<file path="config.mk">
export PLATFORM = sky130hd
export DESIGN_NAME = vdp18_pat_fetch_flat
export DESIGN_NICKNAME = d
export VERILOG_FILES = /design/src/rtl/vdp18_pkg.sv /design/src/rtl/vdp18_pat_fetch_if.sv /design/src/rtl/vdp18_pat_fetch.sv /design/src/flat_wrapper.sv
export SDC_FILE = /design/constraint.sdc
export NUM_CORES = 1
export LEC_CHECK = 0
export CAP_MARGIN = 10
export CORE_MARGIN = 5
export CORE_UTILIZATION = 30
export DETAILED_ROUTE_END_ITERATION = 10
export GPL_TIMING_DRIVEN = 0
export PLACE_DENSITY = 0.67
export SETUP_SLACK_MARGIN = 0.15
export SYNTH_ARGS = -nofsm -noshare
export SYNTH_HDL_FRONTEND = slang
export SYNTH_SLANG_ARGS = --single-unit
</file>
<file path="constraint.sdc">
create_clock -name clk_i -period 4.6 [get_ports clk_i]
set_input_delay 1.38 -clock clk_i [delete_from_list [all_inputs] [get_ports clk_i]]
set_output_delay 1.38 -clock clk_i [all_outputs]
set_load 0.02 [all_outputs]
</file>
<file path="src/rtl/vdp18_pkg.sv">
// Shared types for the VDP18 display pipeline: display modes, VRAM access
// slot types and the pattern-fetch sequencer state.
package vdp18_pkg;

  typedef enum logic [1:0] {
    OPMODE_GRAPH1,
    OPMODE_GRAPH2,
    OPMODE_MULTIC,
    OPMODE_TEXTM
  } opmode_t;

  typedef enum logic [2:0] {
    AC_NONE,
    AC_PNT,
    AC_PCT,
    AC_PGT,
    AC_CPU
  } access_t;

  typedef enum logic {
    ST_IDLE,
    ST_FETCH
  } fetch_state_t;

endpackage

</file>
<file path="src/rtl/vdp18_pat_fetch_if.sv">
// VRAM access bus of the pattern-fetch sequencer: the CPU request/grant pair
// and the slot type, address and strobe handed to the pattern controller.
interface vdp18_pat_fetch_if;
  import vdp18_pkg::*;

  // cpu_req_i is a level held by the requester; cpu_ack_o is a one-cycle grant
  // coincident with clk_en_acc_o. After the ack the requester must drop
  // cpu_req_i or it is granted again in the next eligible slot.
  logic         cpu_req_i;
  logic [0:13]  cpu_addr_i;
  logic         cpu_ack_o;
  access_t      access_type_o;
  logic         clk_en_acc_o;
  logic [0:13]  vram_a_o;
  fetch_state_t state_dbg_o;

  modport master (
    input  cpu_req_i, cpu_addr_i,
    output cpu_ack_o, access_type_o, clk_en_acc_o, vram_a_o, state_dbg_o
  );

  modport slave (
    output cpu_req_i, cpu_addr_i,
    input  cpu_ack_o, access_type_o, clk_en_acc_o, vram_a_o, state_dbg_o
  );

endinterface

</file>
<file path="src/rtl/vdp18_pat_fetch.sv">
// Pattern-fetch sequencer: splits each line into 2-pixel VRAM slots and issues
// name/colour/generator/CPU accesses. Define VDP18_CPU_BLANK_EN to open every
// blanking slot to the CPU instead of every 4th.
module vdp18_pat_fetch
  import vdp18_pkg::*;
#(
  parameter int GFX_START = -8,
  parameter int TXT_START = -6
) (
  input  logic              clk_i,
  input  logic              reset_i,
  input  logic              clk_en_5m37_i,
  input  opmode_t           opmode_i,
  input  logic signed [0:8] num_pix_i,
  input  logic signed [0:8] num_line_i,
  input  logic [0:9]        pat_table_i,
  input  logic [0:7]        pat_name_i,
  input  logic [0:3]        reg_ntb_i,
  input  logic [0:2]        reg_ptb_i,
  input  logic [0:7]        reg_ctb_i,
  vdp18_pat_fetch_if.master bus
);

  localparam logic signed [0:8] GFX_START_C = 9'(GFX_START);
  localparam logic signed [0:8] TXT_START_C = 9'(TXT_START);

  fetch_state_t state_q, state_d;
  logic         phase_q, phase_d;   // 0: next enable starts a slot, 1: ends it
  logic [1:0]   slot_q, slot_d;
  logic [5:0]   cell_q, cell_d;
  logic [1:0]   idle_q, idle_d;
  opmode_t      mode_q, mode_d;
  access_t      type_q, type_d;
  logic [0:13]  addr_q, addr_d;
  logic         strobe_q, strobe_d;
  logic         grant_q, grant_d;

  logic              open_w, start_w, end_w, in_fetch_w, idle_cpu_w;
  logic              last_slot_w, last_cell_w;
  logic signed [0:8] start_pix_w;
  opmode_t           eff_mode_w;
  logic [1:0]        eff_slot_w;
  access_t           kind_w;

  function automatic access_t fetch_kind(input opmode_t m, input logic [1:0] s);
    access_t k;
    if (m == OPMODE_TEXTM) begin
      case (s)
        2'd0:    k = AC_PNT;
        2'd1:    k = AC_PGT;
        default: k = AC_CPU;
      endcase
    end else begin
      case (s)
        2'd0:    k = AC_PNT;
        2'd1:    k = (m == OPMODE_MULTIC) ? AC_NONE : AC_PCT;
        2'd2:    k = AC_PGT;
        default: k = AC_CPU;
      endcase
    end
    return k;
  endfunction

`ifdef VDP18_CPU_BLANK_EN
  assign idle_cpu_w = 1'b1;
`else
  assign idle_cpu_w = (idle_q == 2'd3);
`endif

  always_comb begin
    state_d  = state_q;
    phase_d  = phase_q;
    slot_d   = slot_q;
    cell_d   = cell_q;
    idle_d   = idle_q;
    mode_d   = mode_q;
    type_d   = type_q;
    addr_d   = addr_q;
    strobe_d = strobe_q;
    grant_d  = grant_q;

    start_pix_w = (opmode_i == OPMODE_TEXTM) ? TXT_START_C : GFX_START_C;
    open_w = clk_en_5m37_i && (state_q == ST_IDLE) && !num_line_i[0] &&
             ($unsigned(num_line_i) < 9'd192) && (num_pix_i == start_pix_w);
    // Window open always begins a fresh slot, aborting any half-done idle slot.
    start_w = clk_en_5m37_i && (open_w || !phase_q);
    end_w   = clk_en_5m37_i && phase_q && !open_w;

    in_fetch_w  = open_w || (state_q == ST_FETCH);
    eff_mode_w  = open_w ? opmode_i : mode_q;
    eff_slot_w  = open_w ? 2'd0 : slot_q;
    kind_w      = in_fetch_w ? fetch_kind(eff_mode_w, eff_slot_w)
                             : (idle_cpu_w ? AC_CPU : AC_NONE);
    last_slot_w = (mode_q == OPMODE_TEXTM) ? (slot_q == 2'd2) : (slot_q == 2'd3);
    last_cell_w = (mode_q == OPMODE_TEXTM) ? (cell_q == 6'd39) : (cell_q == 6'd31);

    if (open_w) begin
      state_d = ST_FETCH;
      mode_d  = opmode_i;
      slot_d  = 2'd0;
      cell_d  = 6'd0;
    end

    if (start_w) begin
      phase_d  = 1'b1;
      grant_d  = 1'b0;
      strobe_d = in_fetch_w;
      type_d   = AC_NONE;
      case (kind_w)
        AC_PNT: begin
          type_d = AC_PNT;
          addr_d = {reg_ntb_i, pat_table_i};
        end
        AC_PCT: begin
          type_d = AC_PCT;
          if (eff_mode_w == OPMODE_GRAPH2)
            addr_d = {reg_ctb_i[0], num_line_i[1:2], pat_name_i, num_line_i[6:8]};
          else
            addr_d = {reg_ctb_i, 1'b0, pat_name_i[0:4]};
        end
        AC_PGT: begin
          type_d = AC_PGT;
          case (eff_mode_w)
            OPMODE_GRAPH2: addr_d = {reg_ptb_i[0], num_line_i[1:2], pat_name_i, num_line_i[6:8]};
            OPMODE_MULTIC: addr_d = {reg_ptb_i, pat_name_i, num_line_i[4:6]};
            default:       addr_d = {reg_ptb_i, pat_name_i, num_line_i[6:8]};
          endcase
        end
        AC_CPU: begin
          if (bus.cpu_req_i) begin
            type_d   = AC_CPU;
            addr_d   = bus.cpu_addr_i;
            grant_d  = 1'b1;
            strobe_d = 1'b1;
          end
        end
        default: ;
      endcase
    end

    if (end_w) begin
      phase_d = 1'b0;
      if (state_q == ST_FETCH) begin
        if (last_slot_w) begin
          slot_d = 2'd0;
          if (last_cell_w) begin
            state_d = ST_IDLE;
            idle_d  = 2'd0;
          end else begin
            cell_d = cell_q + 6'd1;
          end
        end else begin
          slot_d = slot_q + 2'd1;
        end
      end else begin
        idle_d = idle_q + 2'd1;
      end
    end
  end

  always_ff @(posedge clk_i or posedge reset_i) begin
    if (reset_i) begin
      state_q  <= ST_IDLE;
      phase_q  <= 1'b0;
      slot_q   <= 2'd0;
      cell_q   <= 6'd0;
      idle_q   <= 2'd0;
      mode_q   <= OPMODE_GRAPH1;
      type_q   <= AC_NONE;
      addr_q   <= '0;
      strobe_q <= 1'b0;
      grant_q  <= 1'b0;
    end else begin
      state_q  <= state_d;
      phase_q  <= phase_d;
      slot_q   <= slot_d;
      cell_q   <= cell_d;
      idle_q   <= idle_d;
      mode_q   <= mode_d;
      type_q   <= type_d;
      addr_q   <= addr_d;
      strobe_q <= strobe_d;
      grant_q  <= grant_d;
    end
  end

  assign bus.access_type_o = type_q;
  assign bus.vram_a_o      = addr_q;
  assign bus.clk_en_acc_o  = end_w && strobe_q;
  assign bus.cpu_ack_o     = end_w && grant_q;
  assign bus.state_dbg_o   = state_q;

endmodule

</file>
<file path="src/flat_wrapper.sv">
// flat-port wrapper written by rule: the top's interface ports become plain ports
module vdp18_pat_fetch_flat import vdp18_pkg::*;
#(
  parameter int GFX_START = -8,
  parameter int TXT_START = -6
)
  (clk_i, reset_i, clk_en_5m37_i, opmode_i, num_pix_i, num_line_i, pat_table_i, pat_name_i, reg_ntb_i, reg_ptb_i, reg_ctb_i, bus_cpu_req_i, bus_cpu_addr_i, bus_cpu_ack_o, bus_access_type_o, bus_clk_en_acc_o, bus_vram_a_o, bus_state_dbg_o);
  vdp18_pat_fetch_if bus_i ();
  input  logic clk_i;
  input  logic reset_i;
  input  logic clk_en_5m37_i;
  input  opmode_t opmode_i;
  input  logic signed [0:8] num_pix_i;
  input  logic signed [0:8] num_line_i;
  input  logic [0:9] pat_table_i;
  input  logic [0:7] pat_name_i;
  input  logic [0:3] reg_ntb_i;
  input  logic [0:2] reg_ptb_i;
  input  logic [0:7] reg_ctb_i;
  input wire logic [$bits(bus_i.cpu_req_i)-1:0] bus_cpu_req_i;
  input wire logic [$bits(bus_i.cpu_addr_i)-1:0] bus_cpu_addr_i;
  output wire logic [$bits(bus_i.cpu_ack_o)-1:0] bus_cpu_ack_o;
  output wire logic [$bits(bus_i.access_type_o)-1:0] bus_access_type_o;
  output wire logic [$bits(bus_i.clk_en_acc_o)-1:0] bus_clk_en_acc_o;
  output wire logic [$bits(bus_i.vram_a_o)-1:0] bus_vram_a_o;
  output wire logic [$bits(bus_i.state_dbg_o)-1:0] bus_state_dbg_o;
  assign bus_i.cpu_req_i = bus_cpu_req_i;
  assign bus_i.cpu_addr_i = bus_cpu_addr_i;
  assign bus_cpu_ack_o = bus_i.cpu_ack_o;
  assign bus_access_type_o = bus_i.access_type_o;
  assign bus_clk_en_acc_o = bus_i.clk_en_acc_o;
  assign bus_vram_a_o = bus_i.vram_a_o;
  assign bus_state_dbg_o = bus_i.state_dbg_o;
  vdp18_pat_fetch #(.GFX_START(GFX_START), .TXT_START(TXT_START)) u_core (.clk_i(clk_i), .reset_i(reset_i), .clk_en_5m37_i(clk_en_5m37_i), .opmode_i(opmode_i), .num_pix_i(num_pix_i), .num_line_i(num_line_i), .pat_table_i(pat_table_i), .pat_name_i(pat_name_i), .reg_ntb_i(reg_ntb_i), .reg_ptb_i(reg_ptb_i), .reg_ctb_i(reg_ctb_i), .bus(bus_i));
endmodule
</file>
==> impl_metrics.toml <==
[global_routing]
gr-total-overflow = 0
antenna_found_initial = 0
grt_max_degree = 20
gr-usage-all-layers_pct = 15.7
first_global_vias = 2339
grt_pass1_wl_um = 11300

[worst_setup_path]
required_ps = 3220
path_class = "input pin to output port"
worstSetupStartpointType = "input pin"
rr_startpoint = "u_core.bus.state_dbg_o$_DFF_PP0_"
worst-path-buf-inv = 3
worst_setup_path_end_kind = "output port"
crit_start = "num_pix_i[5]"
rr_endpoint = "u_core.bus.vram_a_o[2]$_DFFE_PP0P_"
crit_path_end = "bus_clk_en_acc_o"
crit_path_top_delay_cell = "clkdlybuf4s50_1"
rr_worst_depth = 12
path_cells = "clkdlybuf4s50_1 -> and4b_1 -> and4_4 -> nand2_1 -> buf_6 -> and3_1 -> clkdlybuf4s15_2"
cpPeakStageDelay_ps = 460
arrival_ps = 2990
crit_fanout = 7
cp.depth = 7
critPathTopFamily = "buffers and inverters"
ff2ff_setup_slack_ps = 1340

[die]
die-width_um = 96.4
die_area_mm2 = 0.00929
pin_count = 91
coreArea_mm2 = 0.00725
rows = 31
initial_core_util_pct = 30.9
die_h_um = 96.4

[route]
ant_nets = 0
wl_per_cell_um = 16.6
drtIter0Drc = 122
first_pass_iters = 5
postRouteWirelength_um = 7030
vias = 2196
drc = 0
routed_via_density = 5.19

[pwr]
leakage_nw = 1.46
peakVddDrop_v = 0.000204
pwr-share-comb_pct = 55.9
powerDensity_mw_per_mm2 = 493
power.internal_mw = 1.06
p_sw_share_pct = 38.3
power.share.sequential_pct = 27.6
clockPowerShare_pct = 16.5
power_mw = 1.72
power_switching_uw = 660

[clock_tree]
ctsHoldBuffers = 0
cts_tree = "done"
clk_pin_slew_ps = 70
clock_path_buffers = 2
cts_buffers = 5
clock_latency_ps = 280
clock-sinks = 33
clockRootBuffer = "clkbuf_8"
htree_levels = 2

[run_status]
status = "finished, final reports clean"

[timing]
tightest_slew_ps = 768
fin_crit_sh_pct = 94.9
timing.setup.tns_ps = 0
rsz0062_at_grt = "false"
post-route-min-period_ps = 4370
relSlewSlack_pct = 48.4
report.final.slew_viol_count = 0
fin_skew_ps = 4.64
max_freq_mhz = 229
finalHoldViolCount = 0
finalSetupViolations = 0

[run]
maxCapViolCount = 0

[logic_synthesis]
ys_ff_latch = 33
yosys.area.top_type = "dfrtp_1"
syn_avg_cell_area_um2 = 10.1
synthTopCellsByArea = "dfrtp_1, mux2_2, a22o_1"
synth_commonest_cells = "dfrtp_1, nand2_1, mux2_2, a21oi_1, a22o_1"
syn_inst = 221
synthFlopType = "dfrtp_1"
synth_top_area_share_pct = 36.9
ys_types = 58
synth_edf_count = 0
yosysMostFrequentCell = "dfrtp_1"
synthesis.area_mm2 = 0.00224
yosys_warnings = 0
syn_nets = 297
synth.yosys.seq_area_share_pct = 36.9
synthArstFlopShare_pct = 100

[final_layout]
seqCellArea_um2 = 826
drive_gt1_share_pct = 19.8
fillers = 694
area_growth_pct = 56.3
num_antenna_cells = 0
final_nets = 399
multiInputGateArea_mm2 = 0.00137

[hold_path]
min_path_type = "register to register"

[place]
place_congestion = 0.774
place_hpwl_um = 5470
numPortBuffers = 89
## kinds of logic after synthesis
group / Yosys count / share of synthesized area, %
buffers and inverters: 16 / 4.14
xor gates and xnor gates: 1 / 0.391
muxes: 23 / 11.5
AOI/OAI and AO/OA: 74 / 27.3
and+or+nand+nor: 69 / 17.0
adders and majority gates: 5 / 2.79
DFF: 33 / 36.9
## power groups by stage
stage	logic [mW]	registers, mW	clock network [mW]
2_1_floorplan	0.499	0.563	0
3_3_place_gp	0.931	0.476	0
3_5_place_dp	0.949	0.479	0
4_1_cts	0.964	0.475	0.291
5_1_grt	1.05	0.492	0.306
6_report	0.964	0.476	0.285
## per-stage QoR
| stage | setup WS, ps | hold WS, ps | util [%] | cell area, µm² | std cells |
|---|---|---|---|---|---|
| after global placement | -636 | 459 | 44.9 | 3250 | 409 |
| after floorplan | 399 | 441 | - | 2240 | 221 |
| after CTS | 116 | 477 | 47.4 | 3440 | 419 |
| after global routing | 165 | 498 | 48.2 | 3500 | 423 |
| after detailed placement | -665 | 461 | 45.2 | 3280 | 410 |
| final | 233 | 469 | 48.2 | 3500 | 423 |
## final cells by class
class | count | share of cell area [%]
inverter | 7 | 0.751
multi-input combinational | 172 | 39.3
clock buffer | 7 | 2.47
tap | 99 | 3.54
timing repair buffer | 95 | 27.3
buffer | 9 | 2.22
clock inverter | 1 | 0.858
sequential | 33 | 23.6
## worst min-delay path by stage
stage	start	end	slack, ps	depth (start not counted)
after floorplan	u_core.grant_q$_DFFE_PP0P_	u_core.grant_q$_DFFE_PP0P_	440	1
after global placement	u_core.grant_q$_DFFE_PP0P_	u_core.grant_q$_DFFE_PP0P_	460	1
after detailed placement	u_core.grant_q$_DFFE_PP0P_	u_core.grant_q$_DFFE_PP0P_	460	1
after CTS	u_core.grant_q$_DFFE_PP0P_	u_core.grant_q$_DFFE_PP0P_	480	1
after global routing	u_core.grant_q$_DFFE_PP0P_	u_core.grant_q$_DFFE_PP0P_	500	1
final	u_core.grant_q$_DFFE_PP0P_	u_core.grant_q$_DFFE_PP0P_	470	1
## layout by cell type, fill, tap and decap left out, types with 5 or more instances in the layout
master           synthesis  routed
a21oi_1                 12      11
a221o_1                  5       5
a222oi_1                 8       8
a22o_1                  11      11
a31oi_1                  8       8
buf_4                    0       6
buf_6                    4       5
clkbuf_8                 0       6
clkdlybuf4s50_1          0      84
dfrtp_1                 33      33
inv_1                    7       7
mux2_2                  18      18
nand2_1                 24      24
nor2_1                   9       8
nor2b_1                  5       5
## metal layers
layer	track usage (%)	wire [µm]	vias to the layer above
met4	6.19	116	0
met5	0	0	-
li1	-	-	1062
met2	25.6	3340	73
met1	19.5	3080	1053
met3	4.42	496	8
## flip-flops by register name, indices dropped and copies added, names as in the netlist
signal                    cells
u_core.bus.vram_a_o          14
u_core.cell_q                 6
u_core.bus.access_type_o      3
u_core.idle_q                 2
u_core.mode_q                 2
u_core.slot_q                 2
u_core.bus.state_dbg_o        1
u_core.grant_q                1
u_core.phase_q                1
u_core.strobe_q               1
## timing repair
| item | 4_1_cts | 5_1_grt |
|---|---|---|
| setup buffers | 1 | 4 |
| gates resized for setup | 18 | 11 |
| setup endpoints to repair | 18 | 15 |
| pin swaps | 2 | 4 |
No activity file was read; power rests on OpenSTA's default activity.
